--- config.mk ---
export PLATFORM = sky130hd
export DESIGN_NAME = predecode_fetch_queue
export DESIGN_NICKNAME = d
export VERILOG_FILES = /design/src/rtl/predecode_fetch_queue.sv
export SDC_FILE = /design/constraint.sdc
export NUM_CORES = 1
export LEC_CHECK = 0
export ABC_AREA = 1
export BUFFER_PORTS_ARGS = -buffer_cell sky130_fd_sc_hd__buf_2
export CORE_MARGIN = 1
export CORE_UTILIZATION = 40
export DETAILED_ROUTE_END_ITERATION = 12
export MAX_ROUTING_LAYER = met4
export PLACE_DENSITY_LB_ADDON = 0.2
export SYNTH_ARGS = -nofsm -noshare
export SYNTH_HDL_FRONTEND = slang
export SYNTH_SLANG_ARGS = --single-unit
--- constraint.sdc ---
create_clock -name clk_i -period 13.15 [get_ports clk_i]
set_input_delay 1.9725 -clock clk_i [delete_from_list [all_inputs] [get_ports clk_i]]
set_output_delay 1.9725 -clock clk_i [all_outputs]
set_load 0.02 [all_outputs]
--- src/rtl/predecode_fetch_queue.sv ---
// predecode_fetch_queue
//   Instruction queue between fetch and decode. Buffers {pc, instr, fetch fault}
//   entries in a DEPTH-entry FIFO and predecodes each entry as it is pushed:
//   major opcode class, exception flag and exception cause. The register
//   fields are sliced from the stored instruction at the head. A synchronous
//   flush empties the queue on redirect.
//
// Ports
//   clk_i, rst_i            clock / asynchronous active-high reset
//   flush_i                 synchronous flush, highest priority
//   in_valid_i/in_ready_o   fetch-side handshake (in_ready_o = !full)
//   in_pc_i/in_instr_i/in_xcpt_i   fetched entry
//   out_valid_o/out_ready_i decode-side handshake (out_valid_o = !empty)
//   out_pc_o/out_instr_o    head entry
//   out_class_o             predecoded class, 4'hF when empty
//   out_rs1_o/out_rs2_o/out_rd_o   register fields of the head instruction
//   out_xcpt_o/out_cause_o  head exception, cause 'hFF when none or empty
//   count_o                 occupied entries
module predecode_fetch_queue #(
    parameter int unsigned DEPTH = 4,
    parameter int unsigned XLEN  = 64
) (
    input  logic                     clk_i,
    input  logic                     rst_i,
    input  logic                     flush_i,
    input  logic                     in_valid_i,
    output logic                     in_ready_o,
    input  logic [XLEN-1:0]          in_pc_i,
    input  logic [31:0]              in_instr_i,
    input  logic                     in_xcpt_i,
    output logic                     out_valid_o,
    input  logic                     out_ready_i,
    output logic [XLEN-1:0]          out_pc_o,
    output logic [31:0]              out_instr_o,
    output logic [3:0]               out_class_o,
    output logic [4:0]               out_rs1_o,
    output logic [4:0]               out_rs2_o,
    output logic [4:0]               out_rd_o,
    output logic                     out_xcpt_o,
    output logic [XLEN-1:0]          out_cause_o,
    output logic [$clog2(DEPTH):0]   count_o
);

    localparam int unsigned AW = $clog2(DEPTH);

    typedef logic [AW:0] ptr_t;

    typedef enum logic [3:0] {
        CLS_ALU     = 4'd0,
        CLS_BRANCH  = 4'd1,
        CLS_JUMP    = 4'd2,
        CLS_LOAD    = 4'd3,
        CLS_STORE   = 4'd4,
        CLS_SYSTEM  = 4'd5,
        CLS_FP      = 4'd6,
        CLS_VECTOR  = 4'd7,
        CLS_ATOMIC  = 4'd8,
        CLS_BS      = 4'd9,
        CLS_ILLEGAL = 4'd15
    } iclass_e;

    localparam logic [6:0] OP_LUI      = 7'b0110111;
    localparam logic [6:0] OP_AUIPC    = 7'b0010111;
    localparam logic [6:0] OP_ALU      = 7'b0110011;
    localparam logic [6:0] OP_ALU_I    = 7'b0010011;
    localparam logic [6:0] OP_ALU_W    = 7'b0111011;
    localparam logic [6:0] OP_ALU_I_W  = 7'b0011011;
    localparam logic [6:0] OP_BRANCH   = 7'b1100011;
    localparam logic [6:0] OP_JAL      = 7'b1101111;
    localparam logic [6:0] OP_JALR     = 7'b1100111;
    localparam logic [6:0] OP_LOAD     = 7'b0000011;
    localparam logic [6:0] OP_LOAD_FP  = 7'b0000111;
    localparam logic [6:0] OP_STORE    = 7'b0100011;
    localparam logic [6:0] OP_STORE_FP = 7'b0100111;
    localparam logic [6:0] OP_SYSTEM   = 7'b1110011;
    localparam logic [6:0] OP_FENCE    = 7'b0001111;
    localparam logic [6:0] OP_FP       = 7'b1010011;
    localparam logic [6:0] OP_FMADD    = 7'b1000011;
    localparam logic [6:0] OP_FMSUB    = 7'b1000111;
    localparam logic [6:0] OP_FNMSUB   = 7'b1001011;
    localparam logic [6:0] OP_FNMADD   = 7'b1001111;
    localparam logic [6:0] OP_V        = 7'b1010111;
    localparam logic [6:0] OP_ATOMIC   = 7'b0101111;
    localparam logic [6:0] OP_BS       = 7'b0101011;

    localparam logic [XLEN-1:0] CAUSE_FETCH   = XLEN'(8'h01);
    localparam logic [XLEN-1:0] CAUSE_ILLEGAL = XLEN'(8'h02);
    localparam logic [XLEN-1:0] CAUSE_NONE    = XLEN'(8'hFF);

    // Storage
    logic [XLEN-1:0] pc_q    [DEPTH];
    logic [31:0]     instr_q [DEPTH];
    iclass_e         class_q [DEPTH];
    logic            xcpt_q  [DEPTH];
    logic [XLEN-1:0] cause_q [DEPTH];

    ptr_t wr_ptr_q, wr_ptr_d;
    ptr_t rd_ptr_q, rd_ptr_d;

    logic full, empty, push, pop;
    logic [AW-1:0] wr_idx, rd_idx;

    iclass_e         in_class;
    logic            in_is_xcpt;
    logic [XLEN-1:0] in_cause;

    assign wr_idx = wr_ptr_q[AW-1:0];
    assign rd_idx = rd_ptr_q[AW-1:0];

    // Wrap bit distinguishes full from empty when the index bits match.
    assign full  = (wr_ptr_q[AW] != rd_ptr_q[AW]) && (wr_idx == rd_idx);
    assign empty = (wr_ptr_q == rd_ptr_q);

    assign in_ready_o  = !full;
    assign out_valid_o = !empty;

    // Push is gated by !full only, so a pop cannot make room in the same cycle.
    assign push = in_valid_i && !full && !flush_i;
    assign pop  = !empty && out_ready_i && !flush_i;

    assign count_o = wr_ptr_q - rd_ptr_q;

    // Predecode of the incoming entry
    always_comb begin
        in_class = CLS_ILLEGAL;
        case (in_instr_i[6:0])
            OP_LUI, OP_AUIPC, OP_ALU, OP_ALU_I, OP_ALU_W, OP_ALU_I_W:
                in_class = CLS_ALU;
            OP_BRANCH:                 in_class = CLS_BRANCH;
            OP_JAL, OP_JALR:           in_class = CLS_JUMP;
            OP_LOAD, OP_LOAD_FP:       in_class = CLS_LOAD;
            OP_STORE, OP_STORE_FP:     in_class = CLS_STORE;
            OP_SYSTEM, OP_FENCE:       in_class = CLS_SYSTEM;
            OP_FP, OP_FMADD, OP_FMSUB, OP_FNMSUB, OP_FNMADD:
                in_class = CLS_FP;
            OP_V:                      in_class = CLS_VECTOR;
            OP_ATOMIC:                 in_class = CLS_ATOMIC;
            OP_BS:                     in_class = CLS_BS;
            default:                   in_class = CLS_ILLEGAL;
        endcase

        // Fetch fault outranks illegal opcode; class is recorded either way.
        in_is_xcpt = in_xcpt_i || (in_class == CLS_ILLEGAL);
        if (in_xcpt_i) begin
            in_cause = CAUSE_FETCH;
        end else if (in_class == CLS_ILLEGAL) begin
            in_cause = CAUSE_ILLEGAL;
        end else begin
            in_cause = CAUSE_NONE;
        end
    end

    // Pointer next-state
    always_comb begin
        wr_ptr_d = wr_ptr_q;
        rd_ptr_d = rd_ptr_q;
        if (flush_i) begin
            wr_ptr_d = '0;
            rd_ptr_d = '0;
        end else begin
            if (push) wr_ptr_d = wr_ptr_q + ptr_t'(1);
            if (pop)  rd_ptr_d = rd_ptr_q + ptr_t'(1);
        end
    end

    always_ff @(posedge clk_i or posedge rst_i) begin
        if (rst_i) begin
            wr_ptr_q <= '0;
            rd_ptr_q <= '0;
        end else begin
            wr_ptr_q <= wr_ptr_d;
            rd_ptr_q <= rd_ptr_d;
        end
    end

    // Entry payload needs no reset: head outputs are masked while empty.
    always_ff @(posedge clk_i) begin
        if (push) begin
            pc_q[wr_idx]    <= in_pc_i;
            instr_q[wr_idx] <= in_instr_i;
            class_q[wr_idx] <= in_class;
            xcpt_q[wr_idx]  <= in_is_xcpt;
            cause_q[wr_idx] <= in_cause;
        end
    end

    // Head outputs
    always_comb begin
        out_pc_o    = '0;
        out_instr_o = '0;
        out_class_o = CLS_ILLEGAL;
        out_rs1_o   = '0;
        out_rs2_o   = '0;
        out_rd_o    = '0;
        out_xcpt_o  = 1'b0;
        out_cause_o = CAUSE_NONE;
        if (!empty) begin
            out_pc_o    = pc_q[rd_idx];
            out_instr_o = instr_q[rd_idx];
            out_class_o = class_q[rd_idx];
            out_rs1_o   = instr_q[rd_idx][19:15];
            out_rs2_o   = instr_q[rd_idx][24:20];
            out_rd_o    = instr_q[rd_idx][11:7];
            out_xcpt_o  = xcpt_q[rd_idx];
            out_cause_o = cause_q[rd_idx];
        end
    end

endmodule

==> flow_summary.ini, run 1 <==
[detailed_routing]
drtIter0Drc = 548
ant_nets = 0
drc = 0
vias = 10761
wl_per_cell_um = 17.9
vias_per_cell = 4.84
drt_pass1_iterations = 5
wl_um = 39700

[global_route]
grt_use_met2_pct = 30.0
grt_pass1_vias = 10536
grt_pass1_wl_um = 60200
grtUsageTotal_pct = 18.5
grt-ovfl-total = 0
grt_antenna_before_repair = 3
grtUsageMet1_pct = 23.5
grt_busiest_layer = met2
grt_util_met3_pct = 4.25
grt_max_degree = 134

[worst_setup_path]
crit_path_start_kind = register
critPathRequiredTime_ns = 11.18
cp_max_fo = 74
rr_startpoint = rd_ptr_q[1]
path_class = register to output pin
ff2ff_setup_slack_ns = 8.69
r2r_end = pc_q[0][1]
endpoint_kind = output pin
rr_worst_depth = 9
worstPathArrival_ns = 4.08

[clocking]
cts_setup_buffers = 0
cts_tree = built
cts_hold_buf = 0
clock-sinks = 422
clk_pin_slew_ns = 0.06
clock_latency_ns = 0.57
cts_root_buf = clkbuf_16
cts_buffer_depth = 3
cts_buffers = 45
cts_resized = 0
htreeDepth = 2

[synthesis]
ys_seq_area_share_pct = 73.1
synth.top_cells.by_area = edfxtp_1, nor2_1, buf_4
yosysTopAreaCell = edfxtp_1
synthCells = 1416
synth_top_area_share_pct = 72.2
synth.distinct_cells = 28
synth_area_sq_mm = 0.0173
synth_warnings = 0
avgSynthCellArea_sq_um = 12.2
ys_ff_latch = 422

[floorplanning]
die_w_um = 210
dieArea_sq_mm = 0.0441
start_util_pct = 40.9
die_height_um = 210
num_io_pins = 287
core_sq_mm = 0.0423
rows = 75

[power]
peakVddDrop_mv = 0.128
combPwrFrac_pct = 22.2
p_switching_uw = 1090
sw_frac_of_total_pct = 31.3
p_leak_uw = 0.00732
pwr-share-seq_pct = 44.2
p_per_area_mw_per_mm2 = 175
clock_power_share_pct = 33.7
p_int_uw = 2400

[run_status]
status = finished, final reports clean

[timing]
period_share_pct = 46.0
slew-limit-headroom_pct = 25.1
skew_ns = 0.0106
worst_slack_ns = 7.10
tns_ns = 0
finalMaxSlewViolations = 0
fmax_mhz = 165
tightestPinTransition_ns = 1.12
period_minus_slack_ns = 6.05
hold_viol_final = 0
rsz0062_at_grt = no
setup_violations = 0

[min_path]
min_to = rd_ptr_q[2]
min_path_cells = 3
hp-start = rd_ptr_q[2]
hold_path.class = register to register

[placement]
io_buffers = 230
post-dp-hpwl_um = 21100
place_ws_ns = 7.45
place_congestion = 0.756

[layout]
nNetsFinal = 1718
n_fill_cell = 3810
syn2layout_area_growth_pct = 15.2
drive_gt1_share_pct = 19.3
layout_common_cells = nor2_1, edfxtp_1, buf_2
layout_commonest_cell = nor2_1

[flow_run]
cap_violations = 0
cell families after synthesis:
family | after synthesis | share of synthesized area, %
AOI/OAI and AO/OA | 311 | 9.15
xor gates and xnor gates | 1 | 0.0506
adders and majority gates | 8 | 0.622
buffers and inverters | 179 | 6.13
DFF | 422 | 73.1
other | 1 | 0.0217
and+or+nand+nor | 494 | 11.0
critical path: stages, from the launching register on:
cell and delay (ns):
dfrtp_4 0.48, inv_4 0.63, ha_1 0.25, nand2_1 0.10, nor2_4 0.65, buf_4 0.91, a21oi_1 0.20, buf_2 0.24
registers in the layout, summed over array words and instances (netlist names):
register,count
instr_q,128
wr_ptr_q,3
cause_q,12
pc_q,256
class_q,16
xcpt_q,4
rd_ptr_q,3
synthesized netlist by cell type:
cell	instances
clkinv_1	1
nand3_2	1
nand2_2	1
a21oi_1	98
buf_6	2
nor2_4	1
nand2_1	37
o21ai_1	97
buf_1	8
nor2_1	438
nand4_1	1
buf_4	90
clkbuf_1	27
inv_2	6
conb_1	1
nand3_1	9
o311ai_0	7
ha_1	7
xor2_1	1
nor2_2	1
inv_1	17
fa_1	1
dfrtp_1	6
nor3_1	4
and2_1	1
edfxtp_1	416
o21ai_0	109
buf_2	28
worst max-delay path by stage:
stage	from	to	slack, ns	cells past startpoint
after CTS	rd_ptr_q[0]	out_cause_o[2]	6.83	5
after global routing	rd_ptr_q[0]	out_cause_o[2]	6.76	5
final	rd_ptr_q[1]	out_instr_o[0]	7.10	7
after floorplan	in_valid_i	cause_q[0][0]	6.01	4
after detailed placement	rd_ptr_q[0]	out_cause_o[2]	7.45	5
after global placement	rd_ptr_q[0]	out_cause_o[2]	7.51	5
layout make-up:
type	instances	area, sq um	share of cell area (%)
sequential	422	12600	63.5
multi-input combinational	870	3830	19.2
timing repair buffer	245	1260	6.34
clock buffer	61	1230	6.17
tap	577	722	3.62
clock inverter	21	125	0.628
inverter	24	97.6	0.490
antenna	3	7.51	0.0377
through the flow:
stage	power [uW]	util, %	hold slack, ns	cells	area (sq um)
floorplan	2130	-	0.547	1471	17500
global placement	2350	43.9	0.569	2138	18600
detailed placement	2360	43.9	0.604	2138	18600
CTS	3540	47.1	0.614	2220	19900
global route	3650	47.1	0.662	2223	19900
finish	3490	47.1	0.604	2223	19900
power by group through the flow:
stage               sequential (uW)  clock [uW]  combinational [uW]
floorplan                      1560           0                 566
global placement               1570           0                 784
detailed placement             1570           0                 787
CTS                            1540        1210                 791
global route                   1540        1250                 850
finish                         1540        1170                 772
per-layer routing:
layer  routed length (um)  up-vias
li1                     -     5222
met1                17400     5213
met2                19500      276
met3                 2150       50
met4                  656        0
met5                    0        -
(Power assumes the default switching activity.)
==> run 2, diff against run 1 <==
ABC_AREA = 0   (was 1)
clock period = 6.14 ns   (was 13.15 ns; I/O delays follow)
==> flow_summary.ini, run 2 <==
[timing]
hold_viol_final = 0
worst_slack_ns = 1.90
rsz0062_at_grt = no
fmax_mhz = 236
skew_ns = 0.0131
setup_violations = 0
tns_ns = 0
period_share_pct = 69.1
period_minus_slack_ns = 4.24
finalMaxSlewViolations = 0
slew-limit-headroom_pct = 31.6
tightestPinTransition_ns = 1.03

[power]
p_leak_uw = 0.00689
p_per_area_mw_per_mm2 = 408
clock_power_share_pct = 34.3
pwr-share-seq_pct = 40.7
p_switching_uw = 2370
combPwrFrac_pct = 25.1
peakVddDrop_mv = 0.224
sw_frac_of_total_pct = 29.2
p_int_uw = 5770

[min_path]
hold_path.class = input pin to asynchronous set/reset pin

[worst_setup_path]
cp_max_fo = 99
crit_path_start_kind = register
endpoint_kind = output pin
path_class = register to output pin
critPathRequiredTime_ns = 5.22
slowest_delay_ns = 0.87
critPathTopFamily = buffers and inverters
crit_buf_inv = 3
worstPathArrival_ns = 3.32
slowest_stage = dfrtp_4
rr_worst_depth = 6
ff2ff_setup_slack_ns = 2.68
worstPathCellList = inv_1, ha_1, nand2_1, nor2_4, inv_4, and2_1, buf_2
r2r_end = pc_q[1][41]
rr_startpoint = rd_ptr_q[1]

[clocking]
cts_root_buf = clkbuf_16
clk_pin_slew_ns = 0.06
htreeDepth = 2
clock_latency_ns = 0.56
cts_resized = 0
cts_buffers = 46
cts_hold_buf = 0
cts_buffer_depth = 3
cts_tree = built
clock-sinks = 422
cts_setup_buffers = 0

[synthesis]
async_flop_share_pct = 1.42
synth.top_cells.by_area = edfxtp_1, mux4_2, and2_1
ys_seq_area_share_pct = 74.2
synthCells = 831
ys_top_cells_by_count = edfxtp_1, mux4_2, and2_1
synth_edf_count = 416
synth_ff_type = edfxtp_1
synth_warnings = 0
synth_top_area_share_pct = 73.3
avgSynthCellArea_sq_um = 20.5
synth_most_common_cell = edfxtp_1
yosysTopAreaCell = edfxtp_1
ys_ff_latch = 422
synth.distinct_cells = 42
synth_area_sq_mm = 0.0170

[placement]
place_ws_ns = 2.34
io_buffers = 230
post-dp-hpwl_um = 18800
place_congestion = 0.734

[flow_run]
cap_violations = 0

[global_route]
grt_pass1_wl_um = 50800
grt_pass1_vias = 8481
grt-ovfl-total = 0
grt_max_degree = 108
grt_antenna_before_repair = 5
grtUsageTotal_pct = 16.1

[layout]
layout_common_cells = edfxtp_1, buf_2, mux4_2
syn2layout_area_growth_pct = 17.2
largestRegisters = pc_q: 256 flops, instr_q: 128 flops, class_q: 16 flops
largest_register_ffs = 256
layout_commonest_cell = edfxtp_1
largest-register = pc_q
nNetsFinal = 1164
drive_gt1_share_pct = 38.5

[floorplanning]
core_sq_mm = 0.0419
dieArea_sq_mm = 0.0434
rows = 75
start_util_pct = 40.6
die_height_um = 208
die_w_um = 208
num_io_pins = 287

[detailed_routing]
drtIter0Drc = 479
wl_per_cell_um = 20.3
wl_um = 33200
ant_nets = 0
drt_pass1_iterations = 4
vias = 8131
drc = 0
vias_per_cell = 4.98

[run_status]
status = finished, final reports clean
run 2: cell types whose count changed in the layout (fill, tap and decap cells not counted), sizes merged, moves of 7 or more:
| cell | before | now |
|---|---|---|
| nor2 | 440 | 7 |
| o21ai | 206 | 4 |
| mux4 | 0 | 104 |
| a21oi | 98 | 1 |
| and2 | 1 | 98 |
| nand2 | 38 | 4 |
| inv | 25 | 14 |
| buf | 245 | 236 |
| nand3 | 10 | 2 |
| or2 | 0 | 7 |
run 2: stage by stage:
stage / area (sq um) / util, % / hold slack, ns / instances / power, uW
after floorplan: 17200 / - / 0.644 / 886 / 4930
after detailed placement: 18400 / 43.9 / 0.688 / 1545 / 5470
after CTS: 19900 / 47.5 / 0.245 / 1628 / 8290
after global routing: 20000 / 47.6 / 0.271 / 1633 / 8500
final: 20000 / 47.6 / 0.270 / 1634 / 8140
after global placement: 18400 / 43.9 / 0.663 / 1545 / 5470
run 2: worst max path at each step:
stage,to,from,depth (start not counted)
global placement,out_instr_o[24],rd_ptr_q[1],7
global route,out_instr_o[24],rd_ptr_q[1],7
CTS,out_instr_o[20],rd_ptr_q[1],7
detailed placement,out_instr_o[20],rd_ptr_q[1],7
floorplan,cause_q[1][0],rd_ptr_q[1],8
finish,out_instr_o[20],rd_ptr_q[1],7
run 2: final cells by class:
cell class | count | area (sq um)
antenna | 6 | 15.0
multi-input combinational | 335 | 3770
inverter | 13 | 51.3
clock buffer | 57 | 1260
tap | 539 | 674
sequential | 422 | 12600
fill | 3544 | 22000
clock inverter | 26 | 288
timing repair buffer | 236 | 1260
run 2: worst reg2reg max path: cells and delay by family (launching register included):
kind / cells / cell delay, ns
AOI/OAI and AO/OA: 1 / 0.28
adders and majority gates: 1 / 0.32
buffers and inverters: 2 / 0.53
DFF: 1 / 0.87
and+or+nand+nor: 2 / 1.04
run 2: power groups by stage:
stage | clock network [uW] | logic, uW | registers, uW
6_report | 2790 | 2040 | 3310
5_1_grt | 2980 | 2200 | 3320
4_1_cts | 2870 | 2100 | 3310
3_5_place_dp | 0 | 2100 | 3370
3_3_place_gp | 0 | 2100 | 3370
2_1_floorplan | 0 | 1580 | 3350
run 2: logic make-up after synthesis:
logic type,after synthesis,synth area share (%)
flip-flops,422,74.2
AND/OR/NAND/NOR,133,4.75
buffers and inverters,129,4.99
multiplexers,107,13.9
AO/OA/AOI/OAI,27,1.19
adder cells (fa/ha/maj),9,0.690
XOR/XNOR,3,0.198
other,1,0.0220
run 2: metal layers:
metal / up-vias / part of all wire (%) / track usage (%)
li1: 3630 / - / -
met1: 4217 / 43 / 20.5
met2: 228 / 49 / 25.4
met3: 56 / 5.4 / 3.53
met4: 0 / 2.3 / 5.75
met5: - / 0 / -
